File: config.mk
export PLATFORM = sky130hd
export DESIGN_NAME = sudoku_check_sequencer_flat
export DESIGN_NICKNAME = d
export VERILOG_FILES = /design/src/rtl/sudoku_check_sequencer_if.sv /design/src/rtl/sudoku_check_sequencer.sv /design/src/flat_wrapper.sv
export SDC_FILE = /design/constraint.sdc
export NUM_CORES = 1
export LEC_CHECK = 0
export CAP_MARGIN = 10
export CORE_MARGIN = 2
export CORE_UTILIZATION = 40
export DETAILED_ROUTE_END_ITERATION = 6
export HOLD_SLACK_MARGIN = 0.15
export MAX_ROUTING_LAYER = met4
export SLEW_MARGIN = 15
export SYNTH_ARGS = -nofsm -noshare
export SYNTH_HDL_FRONTEND = slang
export SYNTH_SLANG_ARGS = --single-unit
File: constraint.sdc
create_clock -name clk -period 5.7 [get_ports clk]
set_input_delay 1.14 -clock clk [delete_from_list [all_inputs] [get_ports clk]]
set_output_delay 1.14 -clock clk [all_outputs]
set_load 0.1 [all_outputs]
File: src/rtl/sudoku_check_sequencer_if.sv
// Bundle between the Sudoku check sequencer, the grid read port and the status pins.
// The slave modport is the sequencer and the master modport is its environment.
interface sudoku_check_sequencer_if;
  // start is taken only while busy=0. A taken start holds busy=1 until the scan ends.
  // rd_en=1 marks a read of (rd_row, rd_col), and rd_data returns it on the next cycle.
  // The read port has no back-pressure.
  logic       start;
  logic       busy;
  logic       done;
  logic       err;
  logic [1:0] err_unit;
  logic [3:0] err_index;
  logic [3:0] err_digit;
  logic       rd_en;
  logic [3:0] rd_row;
  logic [3:0] rd_col;
  logic [3:0] rd_data;
  logic       incomplete;
  logic [6:0] empty_count;
  logic [1:0] dbg_state;

  modport master (
    output start, rd_data,
    input  busy, done, err, err_unit, err_index, err_digit,
    input  rd_en, rd_row, rd_col, incomplete, empty_count, dbg_state
  );

  modport slave (
    input  start, rd_data,
    output busy, done, err, err_unit, err_index, err_digit,
    output rd_en, rd_row, rd_col, incomplete, empty_count, dbg_state
  );
endinterface

File: src/rtl/sudoku_check_sequencer.sv
// Walks the 9x9 grid through all rows, then all columns, then all boxes, and stops on the first violation.
// The optional zero-cell accounting is enabled by defining SUDOKU_COMPLETE_CHECK_EN.
module sudoku_check_sequencer (
  input  logic                           clk,
  input  logic                           rst,
  sudoku_check_sequencer_if.slave        bus
);
  typedef enum logic [1:0] {
    S_IDLE = 2'd0,
    S_SCAN = 2'd1,
    S_LAST = 2'd2
  } state_e;

  state_e     state_q, state_d;
  logic [1:0] phase_q, phase_d;
  logic [3:0] unit_q, unit_d;
  logic [3:0] cell_q, cell_d;
  logic       pipe_valid_q, pipe_valid_d;
  logic       pipe_first_q, pipe_first_d;
  logic [1:0] pipe_phase_q, pipe_phase_d;
  logic [3:0] pipe_unit_q, pipe_unit_d;
  logic [8:0] mask_q, mask_d;
  logic       done_q, done_d;
  logic       err_q, err_d;
  logic [1:0] err_unit_q, err_unit_d;
  logic [3:0] err_index_q, err_index_d;
  logic [3:0] err_digit_q, err_digit_d;

  logic       accept;
  logic       scan_last;
  logic       err_hit;
  logic [8:0] mask_base;
  logic [8:0] digit_bit;
  logic [3:0] addr_row;
  logic [3:0] addr_col;

  assign accept    = (state_q == S_IDLE) && bus.start;
  assign scan_last = (phase_q == 2'd2) && (unit_q == 4'd8) && (cell_q == 4'd8);

  // The checker lags the address by one cycle. pipe_* describe the cell now on rd_data.
  always_comb begin
    mask_base = pipe_first_q ? 9'd0 : mask_q;
    digit_bit = 9'd0;
    if ((bus.rd_data >= 4'd1) && (bus.rd_data <= 4'd9))
      digit_bit = 9'd1 << (bus.rd_data - 4'd1);
    err_hit = pipe_valid_q &&
              ((bus.rd_data > 4'd9) || ((mask_base & digit_bit) != 9'd0));
  end

  // FSM: state register
  always_ff @(posedge clk) begin
    if (rst) state_q <= S_IDLE;
    else     state_q <= state_d;
  end

  // FSM: next state
  always_comb begin
    state_d = state_q;
    unique case (state_q)
      S_IDLE: if (bus.start) state_d = S_SCAN;
      S_SCAN: begin
        if (err_hit)        state_d = S_IDLE;
        else if (scan_last) state_d = S_LAST;
      end
      S_LAST:  state_d = S_IDLE;
      default: state_d = S_IDLE;
    endcase
  end

  // FSM: outputs
  always_comb begin
    bus.busy      = (state_q != S_IDLE);
    bus.rd_en     = (state_q == S_SCAN);
    bus.dbg_state = state_q;
  end

  always_comb begin
    addr_row = 4'd0;
    addr_col = 4'd0;
    unique case (phase_q)
      2'd0: begin
        addr_row = unit_q;
        addr_col = cell_q;
      end
      2'd1: begin
        addr_row = cell_q;
        addr_col = unit_q;
      end
      default: begin
        addr_row = (unit_q / 4'd3) * 4'd3 + cell_q / 4'd3;
        addr_col = (unit_q % 4'd3) * 4'd3 + cell_q % 4'd3;
      end
    endcase
    bus.rd_row = addr_row;
    bus.rd_col = addr_col;
  end

  // The counters stop advancing after the final address or an error, so the address stays put.
  always_comb begin
    phase_d = phase_q;
    unit_d  = unit_q;
    cell_d  = cell_q;
    if (accept) begin
      phase_d = 2'd0;
      unit_d  = 4'd0;
      cell_d  = 4'd0;
    end else if ((state_q == S_SCAN) && !err_hit && !scan_last) begin
      if (cell_q == 4'd8) begin
        cell_d = 4'd0;
        if (unit_q == 4'd8) begin
          unit_d  = 4'd0;
          phase_d = phase_q + 2'd1;
        end else begin
          unit_d = unit_q + 4'd1;
        end
      end else begin
        cell_d = cell_q + 4'd1;
      end
    end
  end

  always_comb begin
    pipe_valid_d = (state_q == S_SCAN) && !err_hit;
    pipe_first_d = (cell_q == 4'd0);
    pipe_phase_d = phase_q;
    pipe_unit_d  = unit_q;

    mask_d = mask_q;
    if (accept)            mask_d = 9'd0;
    else if (pipe_valid_q) mask_d = mask_base | digit_bit;

    done_d      = done_q;
    err_d       = err_q;
    err_unit_d  = err_unit_q;
    err_index_d = err_index_q;
    err_digit_d = err_digit_q;
    if (accept) begin
      done_d      = 1'b0;
      err_d       = 1'b0;
      err_unit_d  = 2'd0;
      err_index_d = 4'd0;
      err_digit_d = 4'd0;
    end else begin
      if (err_hit) begin
        done_d      = 1'b1;
        err_d       = 1'b1;
        err_unit_d  = pipe_phase_q;
        err_index_d = pipe_unit_q;
        err_digit_d = bus.rd_data;
      end
      if (state_q == S_LAST) done_d = 1'b1;
    end
  end

  always_ff @(posedge clk) begin
    if (rst) begin
      phase_q      <= 2'd0;
      unit_q       <= 4'd0;
      cell_q       <= 4'd0;
      pipe_valid_q <= 1'b0;
      pipe_first_q <= 1'b0;
      pipe_phase_q <= 2'd0;
      pipe_unit_q  <= 4'd0;
      mask_q       <= 9'd0;
      done_q       <= 1'b0;
      err_q        <= 1'b0;
      err_unit_q   <= 2'd0;
      err_index_q  <= 4'd0;
      err_digit_q  <= 4'd0;
    end else begin
      phase_q      <= phase_d;
      unit_q       <= unit_d;
      cell_q       <= cell_d;
      pipe_valid_q <= pipe_valid_d;
      pipe_first_q <= pipe_first_d;
      pipe_phase_q <= pipe_phase_d;
      pipe_unit_q  <= pipe_unit_d;
      mask_q       <= mask_d;
      done_q       <= done_d;
      err_q        <= err_d;
      err_unit_q   <= err_unit_d;
      err_index_q  <= err_index_d;
      err_digit_q  <= err_digit_d;
    end
  end

  assign bus.done      = done_q;
  assign bus.err       = err_q;
  assign bus.err_unit  = err_unit_q;
  assign bus.err_index = err_index_q;
  assign bus.err_digit = err_digit_q;

`ifdef SUDOKU_COMPLETE_CHECK_EN
  logic       incomplete_q, incomplete_d;
  logic [6:0] empty_count_q, empty_count_d;
  logic       zero_seen;

  // Counting only in the row phase means each cell is counted once.
  always_comb begin
    zero_seen     = pipe_valid_q && (bus.rd_data == 4'd0);
    incomplete_d  = incomplete_q;
    empty_count_d = empty_count_q;
    if (accept) begin
      incomplete_d  = 1'b0;
      empty_count_d = 7'd0;
    end else if (zero_seen) begin
      incomplete_d = 1'b1;
      if (pipe_phase_q == 2'd0) empty_count_d = empty_count_q + 7'd1;
    end
  end

  always_ff @(posedge clk) begin
    if (rst) begin
      incomplete_q  <= 1'b0;
      empty_count_q <= 7'd0;
    end else begin
      incomplete_q  <= incomplete_d;
      empty_count_q <= empty_count_d;
    end
  end

  assign bus.incomplete  = incomplete_q;
  assign bus.empty_count = empty_count_q;
`else
  assign bus.incomplete  = 1'b0;
  assign bus.empty_count = 7'd0;
`endif
endmodule

File: src/flat_wrapper.sv
// flat-port wrapper written by rule: the top's interface ports become plain ports
module sudoku_check_sequencer_flat 
  (clk, rst, bus_start, bus_rd_data, bus_busy, bus_done, bus_err, bus_err_unit, bus_err_index, bus_err_digit, bus_rd_en, bus_rd_row, bus_rd_col, bus_incomplete, bus_empty_count, bus_dbg_state);
  sudoku_check_sequencer_if bus_i ();
  input  logic clk;
  input  logic rst;
  input wire logic [$bits(bus_i.start)-1:0] bus_start;
  input wire logic [$bits(bus_i.rd_data)-1:0] bus_rd_data;
  output wire logic [$bits(bus_i.busy)-1:0] bus_busy;
  output wire logic [$bits(bus_i.done)-1:0] bus_done;
  output wire logic [$bits(bus_i.err)-1:0] bus_err;
  output wire logic [$bits(bus_i.err_unit)-1:0] bus_err_unit;
  output wire logic [$bits(bus_i.err_index)-1:0] bus_err_index;
  output wire logic [$bits(bus_i.err_digit)-1:0] bus_err_digit;
  output wire logic [$bits(bus_i.rd_en)-1:0] bus_rd_en;
  output wire logic [$bits(bus_i.rd_row)-1:0] bus_rd_row;
  output wire logic [$bits(bus_i.rd_col)-1:0] bus_rd_col;
  output wire logic [$bits(bus_i.incomplete)-1:0] bus_incomplete;
  output wire logic [$bits(bus_i.empty_count)-1:0] bus_empty_count;
  output wire logic [$bits(bus_i.dbg_state)-1:0] bus_dbg_state;
  assign bus_i.start = bus_start;
  assign bus_i.rd_data = bus_rd_data;
  assign bus_busy = bus_i.busy;
  assign bus_done = bus_i.done;
  assign bus_err = bus_i.err;
  assign bus_err_unit = bus_i.err_unit;
  assign bus_err_index = bus_i.err_index;
  assign bus_err_digit = bus_i.err_digit;
  assign bus_rd_en = bus_i.rd_en;
  assign bus_rd_row = bus_i.rd_row;
  assign bus_rd_col = bus_i.rd_col;
  assign bus_incomplete = bus_i.incomplete;
  assign bus_empty_count = bus_i.empty_count;
  assign bus_dbg_state = bus_i.dbg_state;
  sudoku_check_sequencer u_core (.clk(clk), .rst(rst), .bus(bus_i));
endmodule
=== After elaboration in Yosys (flattened, before gate mapping) ===
Cells that the tools add are included.

* Flip-flop bits (word level): 41
* Word-level logic and storage cells: 72

* Add/sub/neg operators: 6
* Multipliers: 2
* Div/mod/pow operators: 4
* $lt $le $gt $ge: 3
* Eq/ne operators: 8
* Shift operators: 1
* Mux-type cells: 12
* Bitwise operators: 2
* Reduce and logical (&&, ||, !) cells: 20

{| class="wikitable"
|+ Operators by type and width
! kind !! count
|-
| 9-bit 2-to-1 mux || 2
|-
| 4-bit one-hot mux with 2 select lines || 2
|-
| 9-bit bitwise AND || 1
|-
| 9-bit OR || 1
|-
| 9-bit nonzero test || 1
|-
| 1-bit by 4-bit << shifter with 9-bit output, first input constant || 1
|-
| 4-bit by 1-bit adder with 4-bit output, second input constant || 2
|-
| 4-bit adder || 2
|-
| 4-bit by 2-bit divider with 4-bit output, second input constant || 2
|-
| 4-bit == test, second input constant || 2
|-
| 4-bit by 2-bit remainder unit with 4-bit output, second input constant || 2
|-
| 4-bit by 2-bit multiplier with 4-bit output, second input constant || 2
|-
| 4-bit 2-to-1 mux || 2
|-
| 1-bit logical AND || 7
|-
| 2-bit 2-to-1 mux || 3
|-
| 2-bit by 1-bit == test with 1-bit output, second input constant || 2
|-
| 2-bit == test, second input constant || 2
|-
| 4-bit by 1-bit >= comparator with 1-bit output, second input constant || 1
|-
| 4-bit greater-than comparator, second input constant || 1
|-
| 4-bit less-or-equal comparator, second input constant || 1
|-
| 2-bit zero test || 2
|-
| 4-bit zero test || 1
|-
| 2-bit one-hot mux with 2 select lines || 1
|-
| 2-bit AND reduction || 2
|-
| other kinds (10) || 13
|}

=== Longest topological paths before layout ===
Gate-level depths: netlist of the first run.

* Word-level depth: 11
* Mapped depth: 22
* Mapped depth without buffers: 22

=== Worst setup path before layout of the first run ===
OpenSTA, ideal clock, no wires.

* Path type: register to output
* Start: reg u_core.cell_q[3]
* End: out bus_rd_row[3]
* Arrival time: 5.411 ns
* Required time: 4.560 ns
* Path slack: -0.851 ns
* Cell stages (with the launch flop): 19
* Path buffers: 1
* Cell sequence: dfxtp_1 -> buf_2 -> nand2b_4 -> inv_1 -> ha_1 -> inv_1 -> ha_1 -> o21ai_0 -> xnor2_1 -> ha_1 -> nor3b_1 -> inv_1 -> ha_1 -> ha_1 -> fa_1 -> xor2_1 -> xnor2_1 -> a21oi_1 -> o21ai_0

* Longest elaborated chain between the ends: 3

{| class="wikitable"
|+ RTL lines
! item !! RTL line !! text
|-
| from (decl) || sudoku_check_sequencer.sv:17 || <nowiki>logic [3:0] cell_q, cell_d;</nowiki>
|-
| from (signal assigned) || sudoku_check_sequencer.sv:173 || <nowiki>cell_q <= cell_d;</nowiki>
|-
| 4-bit by 2-bit divider with 4-bit output || sudoku_check_sequencer.sv:90 || <nowiki>addr_row = (unit_q / 4'd3) * 4'd3 + cell_q / 4'd3;</nowiki>
|-
| 4-bit adder || sudoku_check_sequencer.sv:90 ||
|-
| 4-bit one-hot mux with 2 select lines * || sudoku_check_sequencer.sv:80 || <nowiki>unique case (phase_q)</nowiki>
|-
| to (decl) || flat_wrapper.sv:16 || <nowiki>output wire logic [$bits(bus_i.rd_row)-1:0] bus_rd_row;</nowiki>
|}

Mark *: on every way between the ends. The rest lies on a longest branch, timed or not.

=== Worst setup path after layout of the first run ===
* Start: reg u_core.unit_q[3] (netlist: u_core.pipe_unit_d[3])
* End: out bus_rd_col[3]

* Longest elaborated chain between the ends: 4

{| class="wikitable"
|+ RTL lines
! item !! RTL line !! text
|-
| from (decl) || sudoku_check_sequencer.sv:16 || <nowiki>logic [3:0] unit_q, unit_d;</nowiki>
|-
| from (signal assigned) || sudoku_check_sequencer.sv:172 || <nowiki>unit_q <= unit_d;</nowiki>
|-
| 4-bit by 2-bit remainder unit with 4-bit output || sudoku_check_sequencer.sv:91 || <nowiki>addr_col = (unit_q % 4'd3) * 4'd3 + cell_q % 4'd3;</nowiki>
|-
| 4-bit by 2-bit multiplier with 4-bit output || sudoku_check_sequencer.sv:91 ||
|-
| 4-bit adder || sudoku_check_sequencer.sv:91 ||
|-
| 4-bit one-hot mux with 2 select lines * || sudoku_check_sequencer.sv:80 ||
|-
| to (decl) || flat_wrapper.sv:17 || <nowiki>output wire logic [$bits(bus_i.rd_col)-1:0] bus_rd_col;</nowiki>
|}

Marked as above.

==> results of run 1 <==
-- final timing paths --
path	depth (start not counted)	slack, ns	startpoint	endpoint
hold reg to reg	2	0.45	u_core.bus.err_digit[0]	u_core.bus.err_digit[0]
setup / recovery	21	-0.06	u_core.pipe_unit_d[3]	bus_rd_col[3]
hold / removal	2	0.45	u_core.bus.err_digit[0]	u_core.bus.err_digit[0]
setup reg to reg	9	3.20	u_core.cell_q[1]	u_core.pipe_unit_d[0]
-- critical path: stages, from the launching register on --
cell and delay [ns]:
dfxtp_2 0.33, nand2b_4 0.14, inv_4 0.06, ha_4 0.11
inv_2 0.04, ha_4 0.16, and2_4 0.16, xnor2_4 0.15
ha_4 0.17, inv_2 0.05, and3_4 0.21, mux2_4 0.32
buf_4 0.14, fa_1 0.49, inv_2 0.05, fa_2 0.40
xor2_2 0.19, nor4_1 0.07, a22o_1 0.27, or4_4 0.55
nand3_4 0.11, buf_12 0.17
-- synth_stat cells, types with 2 or more instances --
cell	number	area, µm²
nand3_1	6	30.0
nand3b_1	3	22.5
nor3_1	14	70.1
nor4_1	2	12.5
clkbuf_1	10	37.5
nand2b_4	2	27.5
o22ai_1	2	12.5
a31oi_1	3	18.8
fa_1	6	120
ha_1	19	238
xor2_1	2	17.5
inv_1	27	101
a32oi_1	2	17.5
nor2b_1	8	50.1
nand2b_1	7	43.8
nor2_1	37	139
mux2i_1	14	140
nor4bb_1	3	30.0
buf_2	4	20.0
nand2_1	27	101
and3b_1	4	35.0
a21oi_1	14	70.1
or3_1	3	18.8
and3_1	2	12.5
a22oi_1	15	113
buf_4	9	67.6
dfxtp_1	41	821
a21o_1	3	22.5
nor3b_1	4	30.0
o21ai_0	10	50.1
mux2_2	3	33.8
xnor2_1	6	52.6
-- logic make-up after synthesis --
logic type | count (synthesis) | synth area share
multiplexers | 17 | 0.0622
flip-flops | 41 | 0.293
other | 1 | 0.00134
AO/OA/AOI/OAI | 61 | 0.158
AND/OR/NAND/NOR | 129 | 0.246
adder cells (fa/ha/maj) | 25 | 0.128
XOR/XNOR | 8 | 0.0250
buffers and inverters | 52 | 0.0868
-- flip-flops by register name, indices dropped and copies added, names as in the netlist --
register	flops
u_core.mask_q	9
u_core.pipe_unit_q	4
u_core.cell_q	4
u_core.bus.err_unit	2
u_core.bus.err	1
u_core.pipe_phase_q	2
u_core.phase_q	2
u_core.pipe_first_q	1
u_core.bus.done	1
u_core.bus.err_index	4
u_core.bus.dbg_state	2
u_core.pipe_unit_d	4
u_core.bus.err_digit	4
u_core.pipe_valid_q	1
-- cell type report --
class	instances	area share
clock buffers	5	0.0188
flip-flops and latches	41	0.227
multi-input cells	248	0.535
clock inverters	2	0.00959
repair buffers	59	0.148
well taps	96	0.0329
inverters	27	0.0284
-- layer usage --
metal | global-route usage | wire length (µm) | vias up
met5 | - | 0 | -
met4 | 0.0601 | 119 | 0
met3 | 0.0320 | 206 | 12
met2 | 0.284 | 3110 | 62
met1 | 0.241 | 3070 | 1136
li1 | - | - | 1236
-- what timing repair did --
item | CTS | global route
pin swaps | 9 | 9
setup endpoints to repair | 1 | 1
resized for setup | 36 | 8
hold endpoints to repair | 0 | 0
setup buffers | 5 | 3
-- stage by stage --
step                setup TNS, ns  power, mW
floorplan                       0      0.381
global placement                0      0.396
detailed placement        -0.0472      0.396
CTS                       -0.0435      0.619
global route               -0.224      0.639
finish                    -0.0597      0.614
-- power groups by stage --
| stage | Sequential (mW) | Combinational (mW) | Clock (mW) |
|---|---|---|---|
| finish | 0.292 | 0.0972 | 0.225 |
| global route | 0.292 | 0.103 | 0.243 |
| floorplan | 0.309 | 0.0725 | 0 |
| global placement | 0.299 | 0.0967 | 0 |
| detailed placement | 0.299 | 0.0968 | 0 |
| CTS | 0.292 | 0.0975 | 0.230 |
==> impl_results.md, run 1 <==
* Number of global-route vias before repair at 2252
* Commonest non-fill, non-tap cells in the layout: nor2_1, dfxtp_1, buf_4
* H-tree depth at 2
* Tmin final at 5.76 ns
* Clk sinks at 41
* Pin count of the biggest net entering global routing at 33
* Leak pwr at 1.53 nW
* Fin. Hold Viols at 0
* Clock buffer depth at 2
* Worst IR Drop VDD at 87.5 µV
* CTS tree: built
* Setup WS pre-CTS at -0.0472 ns
* YS warnings at 0
* Proportion of layout cells with a drive suffix above 1 at 0.238
* P_sw at 177 µW
* Core area at 0.00679 mm²
* Post-synthesis sequential area ratio at 0.293
* DRC viols at 0
* DP HPWL at 4.63 mm
* Drt initial violations at 104
* Least-Margin Pin Slew at 1.04 ns
* Commonest non-fill, non-tap cell in the layout: nor2_1
* Gr usage total at 0.183
* Vias/cell at 5.12
* Internal power at 437 µW
* PwrDens at 168 mW/mm²
* Crit path capture type: output pin
* # Max-Cap Violations at 0
* Crit Path Category: flop to output pin
* Worst Clk Skew at 0.00531 ns
* Post-placement cell area at 0.00331 mm²
* Setup ws final at -0.0597 ns
* Initial antenna violation count at 0
* WP data arrival at 4.62 ns
* Global-route wire length before repair at 10.9 mm
* RSZ-0062 raised after global routing: true
* Multi-input gate area at 0.00196 mm²
* Nets@finish at 414
* Ports at 39
* Slew Limit Fails at 0
* Final ANT Viol Nets at 0
* Chip Height at 87.6 µm
* Mean post-synth cell area at 8.38 µm²
* Utilization after layout at 0.538
* Dominant synthesized flop cell: dfxtp_1
* Switching share of power at 0.288
* Cell area after synthesis at 0.00280 mm²
* Final Non-Filler Cells at 478
* CTS Buf Count at 5
* Worst min path class: flop to flop
* Filler cells at 651
* Sequential cell area at 830 µm²
* Vias at 2446
* Unique masters post-synth at 54
* Sequential Power Share at 0.476
* Placed cells at 463
* Routability cong. at 0.871
* Hold_ws at 0.451 ns
* Clock power share at 0.366
* Startpoint Class: flop
* Final worst path period share at 1.01
* Status: finished, violations left
* Largest fanout on the critical path at 4
* Number of synthesized register bits at 41
* Critical path required time at 4.56 ns
* Worst skew pair latency at 0.29 ns
* Site row count at 30
* Final instance area at 0.00365 mm²
* Die Area at 0.00768 mm²
* Clock-pin slew on the worst setup and hold paths at 0.08 ns
* Width of the chip at 87.6 µm
* Drt total wl at 6.50 mm
* Max Clk Rate at 174 MHz
* Total grt overflow at 0
* Slew HR at 0.306
* IO Port Bufs at 30
* Synth async-reset ratio at 0
* Area Growth Syn to Fin at 30.5%
* Drt first pass iters at 4
* Count of flip-flops with a built-in enable after synthesis at 0
* Cells after synthesis at 334
* # diodes at 0
* Failing checks: setup timing
* Hold_buf cts at 0
* Comb pwr share at 0.158
* DR WL/cell at 13.6 µm
* Initial Utilization at 0.412
* CTS Root Cell: clkbuf_8
* Finish-stage setup viols at 1
No activity file was read; power rests on OpenSTA's default activity.
==> run 2: changes to the inputs <==
CORE_UTILIZATION = 45   (was 40)
MAX_ROUTING_LAYER = unset   (was met4)
PLACE_DENSITY = 0.7   (was unset)
==> run 2 against run 1 <==
  * The run still ends with setup timing left
  * Global-route usage is 1.5 points higher
  * Combinational power down 0.4%
  * Final area increased by 1.2%
  * Non-clock buffer count rose by 3
  * Routed wire length is 5.0% higher
==> impl_results.md, run 2 (synthesis gave the netlist of run 1 again) <==
* CTS tree: built
* Global-route wire length before repair at 11.2 mm (+3.5%)
* Max reg flops at 9 (unchanged)
* Worst IR Drop VDD at 182 µV (+110%)
* DR WL/cell at 14.8 µm (+8.9%)
* Drt total wl at 6.83 mm (+5.0%)
* Clk sinks at 41 (unchanged)
* Pin count of the biggest net entering global routing at 33 (unchanged)
* Hold Startpoint: u_core.bus.err_digit[1]
* DRC viols at 0 (unchanged)
* Worst skew pair latency at 0.30 ns (about the same)
* Worst Clk Skew at 0.00879 ns (+0.00348 ns)
* Vias at 2523 (+3.1%)
* Chip Height at 82.9 µm (-5.5%)
* Failing checks: setup timing
* Utilization after layout at 0.620 (+0.0828)
* Setup ws final at -0.125 ns (-0.0658 ns)
* Reg2reg setup slack at 3.25 ns (+0.05 ns)
* Max Clk Rate at 172 MHz (-1.1%)
* Crit path to: bus_rd_col[3]
* Core area at 0.00596 mm² (-12%)
* RSZ-0062 raised after global routing: true
* Initial antenna violation count at 0 (unchanged)
* Status: finished, violations left
* Sum of negative setup slack at -0.125 ns (-0.0658 ns)
* # Max-Cap Violations at 0 (unchanged)
* Tmin final at 5.83 ns (+0.0658 ns)
* IO Port Bufs at 30 (unchanged)
* Filler cells at 510 (-22%)
* Pwr Total at 671 µW (+9.3%)
* Crit path capture type: output pin
* Crit Path Category: flop to output pin
* Commonest non-fill, non-tap cells in the layout: nor2_1, dfxtp_1, buf_4
* Total grt overflow at 0 (unchanged)
* Width of the chip at 82.9 µm (-5.5%)
* Routability cong. at 0.820 (-5.9%)
* CTS Root Cell: clkbuf_8
* WP data arrival at 4.69 ns (+0.07 ns)
* Drt first pass iters at 5 (+1)
* # diodes at 0 (unchanged)
* PwrDens at 182 mW/mm² (+8.0%)
* Worst min path class: flop to flop
* H-tree depth at 2 (unchanged)
* Commonest non-fill, non-tap cell in the layout: nor2_1
* Number of global-route vias before repair at 2438 (+8.3%)
* Final ANT Viol Nets at 0 (unchanged)
* Vias/cell at 5.47 (+7.0%)
* Nets@finish at 417 (+0.72%)
* Hold_buf cts at 0 (unchanged)
* CTS Buf Count at 5 (unchanged)
* Area Growth Syn to Fin at 32.1%
* Finish-stage setup viols at 1 (unchanged)
* Ports at 39 (unchanged)
* Site row count at 28 (-6.7%)
* Least-Margin Pin Slew at 1.03 ns (-0.00775 ns)
* Leak pwr at 1.56 nW (+1.6%)
* Placed cells at 440 (-5.0%)
* Setup WS pre-CTS at -0.0834 ns (-0.0362 ns)
* Final Non-Filler Cells at 461 (-3.6%)
* Fin. Hold Viols at 0 (unchanged)
* Proportion of layout cells with a drive suffix above 1 at 0.262 (+0.0234)
* Critical path required time at 4.56 ns (about the same)
* Largest fanout on the critical path at 11 (+7)
* Drt initial violations at 145 (+39%)
* RR Startpoint: u_core.cell_q[1]
* Clock-pin slew on the worst setup and hold paths at 0.08 ns (about the same)
* R2r worst-path depth at 9 (unchanged)
* Startpoint Class: flop
* RR Endpoint: u_core.pipe_unit_d[0]
* Slew Limit Fails at 0 (unchanged)
* Critical Path Start: u_core.cell_q[2]
* Most flops, register: u_core.mask_q
* Final worst path period share at 1.02 (+0.0115)
* DP HPWL at 4.52 mm (-2.4%)
* Clock buffer depth at 2 (unchanged)
* Gr usage total at 0.197 (+0.0145)
* Die Area at 0.00686 mm² (-11%)
* Initial Utilization at 0.470 (+0.0580)
* Slew HR at 0.311 (+0.00517)
run 2: worst min path at each step:
stage | to | slack, ns | cells past startpoint
CTS | u_core.bus.err_digit[1] | 0.46 | 2
global route | u_core.bus.err_digit[2] | 0.48 | 2
detailed placement | u_core.bus.err_digit[0] | 0.45 | 2
global placement | u_core.bus.err_digit[2] | 0.44 | 2
finish | u_core.bus.err_digit[1] | 0.46 | 2
floorplan | u_core.bus.err_index[0] | 0.44 | 2
run 2: worst max-delay path, cell delays in order (launching register included):
cell      delay, ns
dfxtp_2        0.35
buf_6          0.14
inv_1          0.08
nand2_1        0.11
ha_4           0.27
nor4bb_4       0.38
nor3_2         0.10
buf_4          0.15
nor3b_4        0.15
mux2i_2        0.22
fa_1           0.44
inv_1          0.07
ha_2           0.16
inv_2          0.03
fa_2           0.34
xor2_2         0.21
nor4_2         0.07
a22o_1         0.26
or4_4          0.55
nand3_4        0.11
buf_12         0.17
run 2: cell type report:
| class | count | area (µm²) | area share |
|---|---|---|---|
| inverter | 27 | 104 | 0.0281 |
| multi-input combinational | 248 | 1960 | 0.531 |
| sequential | 41 | 828 | 0.224 |
| tap | 75 | 93.8 | 0.0254 |
| clock buffer | 5 | 68.8 | 0.0186 |
| clock inverter | 3 | 68.8 | 0.0186 |
| timing repair buffer | 62 | 569 | 0.154 |
run 2: where the power goes:
group | switching [mW] | internal, mW
clock | 0.105 | 0.176
combinational | 0.0755 | 0.0213
sequential | 0.00305 | 0.289
total | 0.184 | 0.487
run 2: timing repair:
action	4_1_cts	5_1_grt
setup buffers	9	5
endpoints found under the setup margin	1	1
pin swaps	10	14
gates resized for setup	30	19
endpoints found under the hold margin	0	0
run 2: metal layers:
metal	wire, µm	up-vias	global-route usage
li1	-	1239	-
met2	3280	75	0.323
met3	331	13	0.0417
met4	182	0	0.0805
met1	3040	1196	0.253
met5	0	-	0
run 2: stage by stage:
stage | hold WS (ns) | instance area, µm²
floorplan | 0.437 | 2850
global placement | 0.440 | 3270
detailed placement | 0.446 | 3270
CTS | 0.458 | 3580
global route | 0.478 | 3690
finish | 0.455 | 3690
==> run 3: changes to the inputs <==
CTS_BUF_LIST = sky130_fd_sc_hd__clkbuf_8   (was unset)
SKIP_LAST_GASP = 1   (was unset)
==> results of run 3 <==
Same layout as run 2: the final DEF is identical, and so are final timing and power.
